$ cat config.mk
export PLATFORM = sky130hd
export DESIGN_NAME = cpu_sequencer
export DESIGN_NICKNAME = d
export VERILOG_FILES = /design/src/rtl/cpu_sequencer_pkg.sv /design/src/rtl/cpu_sequencer_pc_counter.sv /design/src/rtl/cpu_sequencer.sv
export SDC_FILE = /design/constraint.sdc
export NUM_CORES = 1
export LEC_CHECK = 0
export ABC_AREA = 1
export CORE_MARGIN = 4
export CORE_UTILIZATION = 40
export DETAILED_ROUTE_END_ITERATION = 8
export GPL_TIMING_DRIVEN = 1
export PLACE_DENSITY_LB_ADDON = 0.25
export SYNTH_ARGS = -nofsm -noshare
export SYNTH_HDL_FRONTEND = slang
export SYNTH_HIERARCHICAL = 1
export SYNTH_SLANG_ARGS = --single-unit
export TNS_END_PERCENT = 10
$ cat constraint.sdc
create_clock -name CLK -period 1.35 [get_ports CLK]
set_input_delay 0.2025 -clock CLK [delete_from_list [all_inputs] [get_ports CLK]]
set_output_delay 0.2025 -clock CLK [all_outputs]
set_load 0.01 [all_outputs]
$ cat src/rtl/cpu_sequencer_pkg.sv
// cpu_defs: shared widths, opcodes and state codes for the 2-bit computer sequencer
package cpu_defs;
  localparam int IW = 4;
  localparam int AW = 2;
  localparam logic [1:0] OP_LDI = 2'b00;
  localparam logic [1:0] OP_ADD = 2'b01;
  localparam logic [1:0] OP_JMP = 2'b10;
  localparam logic [1:0] OP_HLT = 2'b11;
  typedef enum logic [1:0] {IDLE = 2'b00, FETCH = 2'b01, EXEC = 2'b10, HALT = 2'b11} state_t;
endpackage

$ cat src/rtl/cpu_sequencer_pc_counter.sv
// pc_counter: program counter register with async clear; load beats increment
module pc_counter #(
  parameter int AW = 2
) (
  input  logic          clk,
  input  logic          rst_n,
  input  logic          inc,
  input  logic          load,
  input  logic [AW-1:0] d,
  output logic [AW-1:0] q
);
  always_ff @(posedge clk or negedge rst_n)
    if (!rst_n) q <= '0;
    else        q <= load ? d : inc ? q + 1'b1 : q;
endmodule

$ cat src/rtl/cpu_sequencer.sv
// cpu_sequencer: fetch/execute control for the 2-bit computer with run, single-step and halt
module cpu_sequencer
  import cpu_defs::*;
(
  input  logic          CLK,
  input  logic          Reset_BAR,
  input  logic          run,
  input  logic          step,
  input  logic [IW-1:0] instr,
  input  logic          mem_ready,
  output logic          mem_req,
  output logic [AW-1:0] pc,
  output logic [IW-1:0] ir,
  output logic          a_load,
  output logic          a_src,
  output logic          halted,
  output logic          busy,
  output logic [1:0]    state
);
  state_t        state_q, state_d;
  logic [IW-1:0] ir_d;
  logic          step_mode, step_mode_d;
  logic [1:0]    op;
  assign op = ir[3:2];
  always_ff @(posedge CLK or negedge Reset_BAR)
    if (!Reset_BAR) begin
      state_q   <= IDLE;
      ir        <= '0;
      step_mode <= 1'b0;
    end else begin
      state_q   <= state_d;
      ir        <= ir_d;
      step_mode <= step_mode_d;
    end
  always_comb begin
    state_d     = state_q;
    ir_d        = ir;
    step_mode_d = step_mode;
    unique case (state_q)
      IDLE: if (run || step) begin
        state_d     = FETCH;
        step_mode_d = !run;
      end
      FETCH: if (mem_ready) begin
        state_d = EXEC;
        ir_d    = instr;
      end
      EXEC:    state_d = op == OP_HLT ? HALT : (step_mode || !run) ? IDLE : FETCH;
      default: state_d = HALT;
    endcase
  end
  pc_counter #(.AW(AW)) u_pc (
    .clk  (CLK),
    .rst_n(Reset_BAR),
    .inc  (state_q == EXEC && (op == OP_LDI || op == OP_ADD)),
    .load (state_q == EXEC && op == OP_JMP),
    .d    (ir[AW-1:0]),
    .q    (pc)
  );
  assign mem_req = state_q == FETCH;
  assign a_load  = state_q == EXEC && (op == OP_LDI || op == OP_ADD);
  assign a_src   = state_q == EXEC && op == OP_ADD;
  assign halted  = state_q == HALT;
  assign busy    = state_q == FETCH || state_q == EXEC;
  assign state   = state_q;
endmodule

# Word-level counts from Yosys, hierarchy flattened
# Cells that the tools add are included.
[totals]
regBits = 9
in_bits = 9
output_inout_bits = 13
wordCells = 34
[classes]
addsub = 1
n_eq_ne = 8
n_mux = 7
reduce_logical = 14
[ops]
columns = ["op", "n"]
rows = [
  ["2-bit two-way mux", 5],
  ["2-bit equality test, second input constant", 4],
  ["2-bit case mux with 3 select lines", 1],
  ["2-bit AND reduction", 3],
  ["2-bit by 1-bit equality test with 1-bit output, second input constant", 2],
  ["2-bit zero test", 2],
  ["1-bit logical OR", 4],
  ["2-bit != test, second input constant", 2],
  ["1-bit logical AND", 3],
  ["2-bit by 1-bit adder with 2-bit output, second input constant", 1],
  ["2-bit nonzero test", 1],
  ["1-bit zero test", 1],
  ["1-bit two-way mux", 1],
]

# Longest topological paths before layout
# Gate-level depths: netlist (run 1).
[depth]
ltp_word = 5
depth_mapped = 8
ltp_nobuf = 8

# Cells and area by module
# Netlist (run 1), hierarchy kept.
[modules_own_cells]
columns = ["module", "instances", "cells_each", "area_each_um2", "seq_area_each_um2"]
rows = [
  ["cpu_sequencer", 1, 44, 419.2, 175.2],
  ["pc_counter", 1, 16, 106.4, 50.0],
]

# Least setup slack after synthesis (run 1)
# OpenSTA, ideal clock, no wires.
[synth_path]
kind = "register -> register"
from = "reg state_q[0], in the netlist state[0]"
to = "reg u_pc.q[1]"
setup_ns = 0.077
arrival_ns = 1.339
required_ns = 1.273
path_slack_ns = -0.066
path_stages_with_launch = 9
n_path_buf = 0
period_less_slack_ns = 1.416
cell_sequence = "dfrtp_1 > inv_1 > ha_1 > inv_1 > nor2_1 > nand2_1 > nand2_1 > nand2_1 > a21oi_1"
[synth_between]
elab_chain_len = 3
elab_cells_between_ends = 5
classes_between = "1 x eq/ne; 1 x mux; 3 x reduce/logical"
[synth_lines]
columns = ["item", "line", "rtl"]
rows = [
  ["start, declared", "cpu_sequencer.sv:20", "state_t state_q, state_d;"],
  ["start signal, assigned", "cpu_sequencer.sv:31", "state_q <= state_d;"],
  ["2-bit equality test", "--", ""],
  ["1-bit logical AND", "--", ""],
  ["net a_load", "cpu_sequencer.sv:14", "output logic a_load,"],
  ["2-bit nonzero test (no source line)", "--", ""],
  ["end signal, assigned", "cpu_sequencer_pc_counter.sv:14", "else q <= load ? d : inc ? q + 1'b1 : q;"],
  ["end, declared", "cpu_sequencer_pc_counter.sv:10", "output logic [AW-1:0] q"],
]
# The timed path passes the listed nets, and every way through them passes these cells.
# A chain may end at the register's enable or synchronous reset.

# Final worst setup path (run 1)
[layout_path]
from = "reg state_q[0], in the netlist state[0]"
to = "out a_src"
[layout_between]
elab_chain_len = 2
[layout_lines]
columns = ["item", "line", "rtl"]
rows = [
  ["2-bit equality test", "cpu_sequencer.sv:62", "assign a_src = state_q == EXEC && op == OP_ADD;"],
  ["1-bit logical AND", "cpu_sequencer.sv:62", ""],
  ["end, declared", "cpu_sequencer.sv:15", "output logic a_src,"],
]
# Every way passes these cells.

==> results of run 1 <==
==> cell usage in the layout, fill, tap and decap left out, drive strengths merged <==
| master | synthesis | layout |
|---|---|---|
| buf | 0 | 15 |
| a22o | 1 | 1 |
| nor2 | 7 | 7 |
| nor3 | 1 | 1 |
| ha | 4 | 4 |
| inv | 10 | 10 |
| dlygate4sd2 | 0 | 7 |
| nand3 | 5 | 5 |
| mux2 | 4 | 4 |
| clkdlybuf4s15 | 0 | 1 |
| nor3b | 1 | 1 |
| clkdlybuf4s50 | 0 | 8 |
| nand2 | 13 | 13 |
| dfrtp | 9 | 9 |
| clkbuf | 0 | 4 |
| o21ai | 3 | 3 |
| a21oi | 2 | 2 |
==> repair_timing <==
item / CTS / global route
endpoints found under the setup margin: 19 / 14
gates resized for setup: 32 / 6
pin swaps: 0 / 1
==> cell type report <==
class	instances	area, um^2	area share [%]
Tap cell	14	17.5	2.05
Inverter	10	37.5	4.40
Multi-Input combinational cell	41	295	34.6
Clock buffer	4	26.3	3.08
Timing Repair Buffer	31	251	29.5
Sequential cell	9	225	26.4
==> registers in the layout, summed over array words and instances (netlist names) <==
signal / count
ir: 4
state: 2
step_mode: 1
u_pc/q: 2
==> critical path, delay by kind of cell, from the launching register on <==
kind	cells	cell delay, ns
adder cells (fa/ha/maj)	1	0.14
buffers and inverters	3	0.28
flip-flops	1	0.39
AND/OR/NAND/NOR	1	0.17
==> path summary, 6_finish.rpt <==
| check | from | to | cells after the start | slack, ns |
|---|---|---|---|---|
| max | state[0]$_DFFE_PN0P_ | a_src | 5 | -0.11 |
| min | Reset_BAR | step_mode$_DFFE_PN0P_ | 1 | 0.23 |
| max reg2reg | state[0]$_DFFE_PN0P_ | state[1]$_DFFE_PN0P_ | 8 | -0.03 |
| min reg2reg | ir[0]$_DFFE_PN0P_ | u_pc/q[0]$_DFFE_PN0P_ | 2 | 0.53 |
| max in group asynchronous | Reset_BAR | ir[3]$_DFFE_PN0P_ | 1 | 0.81 |
| min in group CLK | ir[0]$_DFFE_PN0P_ | u_pc/q[0]$_DFFE_PN0P_ | 2 | 0.53 |
==> kinds of logic (layout without fill, tap and decap cells) <==
kind of cell / Yosys count / in the layout / synth area share, %
AO/OA/AOI/OAI: 6 / 6 / 7.14
adder cells (fa/ha/maj): 4 / 4 / 9.52
buffers and inverters: 10 / 45 / 7.14
flip-flops: 9 / 9 / 42.9
multiplexers: 4 / 4 / 11.4
AND/OR/NAND/NOR: 27 / 27 / 21.9
==> power groups by stage <==
stage | clock, uW | sequential (uW) | combinational [uW]
2_1_floorplan | 0 | 590 | 562
3_3_place_gp | 0 | 504 | 1340
3_5_place_dp | 0 | 515 | 1360
4_1_cts | 215 | 510 | 1240
5_1_grt | 253 | 542 | 1410
6_report | 222 | 520 | 1290
==> stage by stage <==
stage	instances	util, %
floorplan	60	-
global placement	105	70.9
detailed placement	105	70.9
CTS	109	71.5
global route	109	72.9
finish	109	72.9
==> per-layer routing <==
metal / share of wire [%] / up-vias / GRT usage [%]
met2: 50 / 17 / 23.5
met3: 7.2 / 4 / 4.07
met5: 0 / - / 0
met4: 1.5 / 0 / 3.61
li1: - / 261 / -
met1: 41 / 257 / 20.1
==> run summary, run 1 <==
The count of nets after finishing is 109. The routed length per instance is 12.9 um. The run finished, with violations left. Once detail routing completed, the nets flagged for antenna violations numbered 0. The critical path startpoint category is a flip-flop. The width of the die is 44.2 um. In the synthesized netlist the dominant register cell turns out to be dfrtp_1. CTS placed an instance of clkbuf_4 at the clock tree root. Once layout is done, the placed cells without fillers occupy 853 um^2. Setup violations remaining at the end of the flow were counted as 11.

Among all stages on the critical path, the largest delay is contributed by dfrtp_1. The most area-hungry cell type in the Yosys netlist is dfrtp_1. The site row count came out at 12. The area growth from synthesis to layout is 62.4%. The fraction of synthesis flops using an asynchronous set or reset pin is 100%. The first TritonRoute pass finished after 4 iterations. The CTS clock-pin slew for the worst setup and hold paths came out at 0.07 ns. The core outline area is 1170 um^2. The number of vias in the routed layout is 539.

TritonCTS built the clock tree. Global routing used 14.9% of the available tracks across all layers. STA puts the critical path data arrival time at 1.26 ns. Of the available clock period, the critical path in the final layout requires 108%. The count of synthesis-stage warnings from yosys came out at 6.

The total die area came out at 1960 um^2. The max-capacitance violation count came out at 0. The accumulated negative setup slack is -0.468 ns. The height of the die came out at 44.2 um. The via count of the first global-routing pass came to 512. The initial antenna violation count is 0. The total power is 2030 uW. The share of the synthesized area in the top cell type came out at 42.9%. The hold buffer count at cts is 0.

The largest single stage delay on the critical path is 0.39 ns. The worst hold slack came out at 0.232 ns. The total global routing overflow came out at 0. The post-detailed-placement cell area came out at 831 um^2. The DRC violation total after the first TritonRoute iteration came out at 9. The number of top-level pins came out at 22.

The post-synthesis net count is 73. The cell with the most instances on the worst path is inv_2. The proportion of synthesized chip area in sequential cells came out at 42.9%. Dividing the synthesized area by the synthesized cell count gives 8.76 um^2. Counting every instance in the synthesized netlist gives 60.

The routed wire length came out at 1410 um. The actual transition at the worst max-transition pin is 0.428 ns. The minimum clock period after layout came out at 1.46 ns. The worst setup path is of the reg -> out kind. The later-pin clock latency in the skew report is 0.27 ns. The initial utilization of the core area, before any placement, comes to 44.9%. The count of filler cells inserted in the layout came out at 85. The total of buffers placed on input and output ports came out at 21. The post-route worst setup slack came out at -0.108 ns. The maximum fanout encountered on the critical timing path is 2.

The share of final-layout standard cells stronger than drive strength 1 came out at 33.7%. The total power density per cell area is 2380 nW/um^2. The total clock sinks is 9. The power share of the sequential group is 25.6%. The required time of the critical path is 1.15 ns. By instance count, the leading cell after synthesis is nand2_1. The register bit total from synthesis came out at 9. The maximum number of buffers from clock root to sink is 2. The power dissipated by switching net loads came out at 848 uW. For this design the static power due to leakage is 0.000451 uW. The tightest slew margin relative to the limit is 71.3%. The congestion estimate from routability-driven global placement came to 0.809. Across the VDD grid, the largest voltage drop is 1.60 mV.

The path category of the worst min-delay check is in -> async. The clock share of power came out at 10.9%. The final hold violation count came out at 0.

The critical path goes through inv_2, ha_4, inv_2, nor3b_2, buf_2. The share of power burned in combinational logic came out at 63.5%. The number of pins with negative max-slew slack in the final report came out at 0. The pin count of the biggest net entering global routing came out at 10.

Clock skew on the completed layout was measured at 0.00534 ns. Timing would allow up to 686 MHz. The number of buffers added for setup after CTS came out at 0.

The remaining design rule violation count is 0. Sorting the synthesized cells by area gives the leading types as dfrtp_1, mux2_4, ha_1, nand2_1, inv_1. By count the netlist is led by nand2_1, inv_1, dfrtp_1. The number of flops mapped to enable cells by yosys is 0. The CTS H-tree depth is 1.

The internal power contribution came out at 1180 uW. The wire length of the first global-routing pass came out at 2190 um. The detailed-route vias per instance came out at 4.94.

After legalization and detailed placement, the total HPWL measured 994 um. Setup repair after global routing could not meet its margin everywhere. The worst setup slack after placement came out at -0.255 ns. Net switching is 41.8% of the power. The worst setup path is captured at an output pin. The number of diodes came out at 0.

The post-synthesis instance area came out at 526 um^2. The total clock buffers created by CTS came out at 3. The checks that failed: negative setup slack. The distinct cell type count after synthesis is 15.
No activity file was read; power rests on OpenSTA's default activity.
==> run 2: changes to the inputs <==
CORE_MARGIN = not set   (was 4)
==> run 2 against run 1 <==
  * The run still ends with negative setup slack left
  * Utilization rose by 4.0 points
  * Register-to-register slack barely moved
  * Non-clock buffer count rose by 2
  * Final cell count rose by 1.8%
  * Critical path depth did not move
  * Worst setup slack improved by 0.0030 ns
  * Flip-flop and latch count did not move
  * Largest power group unchanged
==> run summary, run 2 (synthesized netlist as in run 1, its figures left out) <==
In this run the worst path has a maximum fanout of 3. The accumulated negative setup slack is -0.360 ns. The minimum clock period after layout came out at 1.46 ns. The final reports fail on negative setup slack.

The CTS H-tree depth came out at 1. The via count of the first global-routing pass is 535. The first-pass iteration count of the detailed router came out at 4. In the routed layout, each cell is associated on average with a via count of 4.80.

The total of buffers placed on input and output ports is 21. The total clock sinks is 9. The initial antenna violation count was 0. The die covers 1460 um^2. Measured against its own limit, the worst slew margin works out to 71.6%. The required time of the critical path came out at 1.15 ns. The total power density per cell area came out at 2430 nW/um^2.

The DRC violation total after the first TritonRoute iteration came out at 8. The number of pins with negative max-slew slack in the final report is 0. The first global-routing pass estimated 2300 um of wire. The final estimated routing congestion in global placement came out at 0.768. The worst hold slack is 0.240 ns. The worst setup path is captured at an output pin. From synthesis to final layout, the design area changed by 69.0%. The pin count of the biggest net entering global routing came out at 10. The final hold violation count is 0.

The count of filler cells inserted in the layout came out at 76. The flip-flop count of the largest register after layout came out at 4. 22 I/O pins were placed. In this run the worst hold path is classified as in -> async. The worst setup path is of the reg -> out kind. Setup repair after global routing could not meet its margin everywhere. In this run the clock root is driven by a clkbuf_4. At the pin with the least slew margin, the transition time is 0.425 ns.

The register with the most flip-flops in the final layout is ir. The total global routing overflow is 0. The number of diodes came out at 0.

The worst voltage drop across the vdd grid came out at 1.30 mV. Clock tree synthesis inserted a total of 3 buffers. STA classifies the critical path startpoint as a flip-flop.

The floorplan has 12 rows. In the layout the commonest cells are nand2_1, buf_4, dfrtp_1. The placed instance count is 105. In this run the horizontal extent of the chip is 38.2 um. The leakage power summed over all cells came out at 0.000462 uW.

The height of the die is 38.2 um. The clock passes through at most 2 buffers. In this run the remaining antenna-violating nets after routing total 0. The later-pin clock latency in the skew report came out at 0.26 ns.

The critical path arrival came out at 1.25 ns. The run finished, with violations left. The max-capacitance violation count came out at 0. Excluding fillers, the count of instances in the completed layout stands at 111. The core outline area came out at 1160 um^2. TritonCTS built the clock tree. After clock tree synthesis, the clock-pin slew on the worst setup and hold paths is 0.06 ns. The count of nets after finishing came out at 111. In the final routed layout, each cell accounts on average for 12.9 um. The remaining design rule violation count is 0. Setup violations remaining at the end of the flow were counted as 8. Derived from the worst setup path, the maximum achievable clock frequency is 687 MHz. Of the available clock period, the critical path in the final layout requires 108%. After legalization and detailed placement, the total HPWL measured 1000 um.

The share of final-layout standard cells stronger than drive strength 1 came out at 38.1%. The post-route worst setup slack is -0.105 ns. The worst setup skew after layout came out at 0.00137 ns. The starting utilization of the core area came out at 45.5%. The number of vias in the routed layout is 533. Across every metal layer, demand over resource in global routing totals 24.3%. The routed wire length came out at 1430 um.
-- run 2: worst paths after layout --
kind                                            from                    end  slack [ns]  depth (start not counted)
min in group CLK                   ir[0]$_DFFE_PN0P_  u_pc/q[0]$_DFFE_PN0P_        0.54                          2
worst min register to register     ir[0]$_DFFE_PN0P_  u_pc/q[0]$_DFFE_PN0P_        0.54                          2
worst min-delay path                       Reset_BAR  u_pc/q[1]$_DFFE_PN0P_        0.24                          1
worst max-delay path            state[1]$_DFFE_PN0P_                  a_src       -0.11                          5
worst max register to register  state[0]$_DFFE_PN0P_      ir[3]$_DFFE_PN0P_       -0.04                          5
max in group asynchronous                  Reset_BAR      ir[1]$_DFFE_PN0P_        0.82                          1
-- run 2: repair_timing --
action	CTS	global route
pin swaps	1	2
setup buffers	2	0
cloned	0	0
resized for setup	35	6
hold buffers	0	0
endpoints found under the hold margin	0	0
endpoints found under the setup margin	19	13
-- run 2: critical path, stage by stage (launching register included) --
cell	delay [ns]
dfrtp_1	0.37
buf_4	0.13
ha_4	0.12
inv_2	0.05
nor3b_2	0.16
buf_2	0.16
-- run 2: final cells by class --
class                           count  area, um^2  share of cell area, %
Multi-Input combinational cell     41         310                   34.9
Timing Repair Buffer               33         272                   30.6
Inverter                           10        37.5                   4.23
Sequential cell                     9         225                   25.4
Tap cell                           14        17.5                   1.97
Clock buffer                        4        26.3                   2.96
-- run 2: report_power, final --
part / internal, uW / leakage, uW / switching, uW
logic: 760 / 0.000341 / 673
registers: 412 / 0.000107 / 99.1
clock network: 114 / 0.0000150 / 99.4
-- run 2: through the flow --
stage / area [um^2] / setup slack, ns / utilization (%) / power [uW]
floorplan: 528 / 0.0317 / - / 1150
global placement: 831 / -0.239 / 71.9 / 1830
detailed placement: 831 / -0.348 / 71.9 / 1880
CTS: 886 / -0.125 / 76.6 / 2120
global route: 888 / -0.149 / 76.8 / 2330
finish: 888 / -0.105 / 76.8 / 2160
-- run 2: routing by layer --
layer | up-vias | part of all wire [%] | GRT usage [%]
met5 | - | 0 | 0
li1 | 264 | - | -
met4 | 0 | 0 | 2.68
met2 | 15 | 55 | 43.6
met3 | 0 | 4.6 | 8.72
met1 | 254 | 40 | 27.9
==> run 3: changes to the inputs <==
PLACE_DENSITY = 0.76   (was not set)
PLACE_DENSITY_LB_ADDON = not set   (was 0.25)
==> run 3 against run 2 <==
  * The run still ends with negative setup slack left
  * Sequential power up 3%
  * Clock skew down 0.00068 ns
  * Utilization up 7.7 points
  * Worst setup slack better by 0.022 ns
  * Critical endpoint is now busy
  * Highest routed layer is now met4
==> run summary, run 3 (synthesized netlist as in run 1, its figures left out) <==
The via count of the first global-routing pass came out at 512. The worst setup skew after layout came out at 0.000692 ns. The site row count is 12. The worst hold slack is 0.236 ns. The height of the die came out at 38.2 um. The residual antenna-violating net count after detailed routing came out at 0. The remaining design rule violation count came out at 0.

The total power is 2450 uW. Counting I/O delays and the setup requirement, the final critical path takes 1.43 ns. In this run the standard cell core region covers 1160 um^2.

The maximum fanout encountered on the critical timing path came out at 3. The post-detailed-placement cell area came out at 846 um^2. The later-pin clock latency in the skew report came out at 0.26 ns. The total power density per cell area is 2510 nW/um^2.

The final hold violation count came out at 0. The root buffer selected by CTS is clkbuf_4. Setup repair after global routing could not meet its margin everywhere. Leaving out fill and tap cells, the most frequent cells in the layout are nand2_1, buf_4, clkdlybuf4s50_1, dfrtp_1, dlygate4sd2_1.

The library cell used most frequently in the layout, excluding fill and tap cells, is nand2_1. The leakage power summed over all cells came out at 0.000473 uW. The all-layer global routing usage came out at 22.8%. The DRC violation total after the first TritonRoute iteration came out at 3. Wires add up to 1590 um. The post-route worst setup slack came out at -0.0828 ns. The CTS clock-pin slew for the worst setup and hold paths came out at 0.06 ns.

The maximum number of buffers from clock root to sink is 2. The initial antenna violation count came out at 0. Across the VDD grid, the largest voltage drop is 1.64 mV. The tightest slew margin relative to the limit came out at 72.7%. The actual transition at the worst max-transition pin is 0.408 ns. The fmax is 698 MHz. The total of buffers placed on input and output ports is 21. The number of pins with negative max-slew slack in the final report came out at 0. The worst setup path is of the reg -> out kind. The final reports fail on negative setup slack.

The required time of the critical path is 1.15 ns. The critical path capture point type is an output pin. Entering global routing, the biggest net connects 10 pins. The net count of the finished layout is 112. The total clock buffers created by CTS is 3. The die covers 1460 um^2. The final estimated routing congestion in global placement is 0.755. The path category of the worst min-delay check is in -> async. The routed length per instance is 14.2 um. The flow ran to the end, but the final reports show violations. The number of top-level pins is 22. The number of vias in the routed layout came out at 556. The first global-routing pass estimated 2180 um of wire. The share of final-layout standard cells stronger than drive strength 1 came out at 43.9%. The total global routing overflow is 0. The worst setup path is launched from a flip-flop. For this design, the sink count on the clock tree is 9. TritonCTS built the clock tree. The number of diodes is 0. The number of setup violations in the final report is 11. The detailed-route vias per instance is 4.96. The first-pass iteration count of the detailed router came out at 4. The max-capacitance violation count is 0. The CTS H-tree depth is 1. The starting utilization of the core area is 45.5%. The width of the die came out at 38.2 um. The area growth from synthesis to layout is 86.0%.

After routing, the total negative slack on setup checks comes to -0.420 ns. The largest register by flop count is ir. The critical path arrival is 1.23 ns. The final critical path takes up 106% of the cycle.

The register with the most flip-flops in the layout has 4 of them. The final HPWL from detailed placement is 966 um. After routing the design area is 977 um^2. The end-of-flow core utilization is 84.5%.
## run 3: cell count changes in the layout (fill, tap and decap cells not counted), sizes merged
cell         before  now
buf              16   19
clkbuf            5    4
dlygate4sd2       8    7
## run 3: report_power, final
group          leakage (uW)  total, uW  switching, uW  internal [uW]
registers          0.000106        526            112            414
clock network     0.0000150        209           95.4            114
logic              0.000352       1710            811            903
## run 3: area by class of cell
cell class	instances	area, um^2
Tap cell	14	17.5
Fill cell	60	179
Inverter	10	47.5
Clock buffer	4	26.3
Multi-Input combinational cell	41	360
Sequential cell	9	226
Timing Repair Buffer	34	299
## run 3: through the flow
stage                     worst slack [ns]  cells
after floorplan                     0.0317     60
after global placement              -0.271    107
after detailed placement            -0.283    107
after CTS                           -0.117    112
after global routing                -0.121    112
final                              -0.0828    112
## run 3: path summary, 6_finish.rpt
check	endpoint	cells after the start	start	slack, ns
worst max-delay path	busy	4	state[1]$_DFFE_PN0P_	-0.08
min in group CLK	ir[1]$_DFFE_PN0P_	2	instr[1]	0.55
max in group asynchronous	ir[3]$_DFFE_PN0P_	1	Reset_BAR	0.80
worst min register to register	ir[1]$_DFFE_PN0P_	1	ir[1]$_DFFE_PN0P_	0.55
worst min-delay path	u_pc/q[1]$_DFFE_PN0P_	1	Reset_BAR	0.24
worst max register to register	ir[0]$_DFFE_PN0P_	6	state[1]$_DFFE_PN0P_	-0.03
## run 3: worst max-delay path, stage by stage, from the launching register on
cell and delay, ns:
dfrtp_1 0.42, buf_6 0.15, inv_6 0.04, ha_4 0.26, buf_6 0.10
## run 3: timing repair
item                                    in CTS  in global routing
buffers inserted                             1                  0
hold endpoints to repair                     0                  0
gates resized for setup                     51                 13
hold buffers                                 0                  0
endpoints found under the setup margin      19                 13
pin swaps                                    3                  2
## run 3: metal layers
| layer | GRT usage (%) | part of all wire (%) | up-vias |
|---|---|---|---|
| met2 | 34.3 | 48 | 16 |
| met1 | 28.2 | 45 | 265 |
| met4 | 10.7 | 3.1 | 0 |
| met5 | 0 | 0 | - |
| met3 | 8.72 | 4.1 | 7 |
| li1 | - | - | 268 |
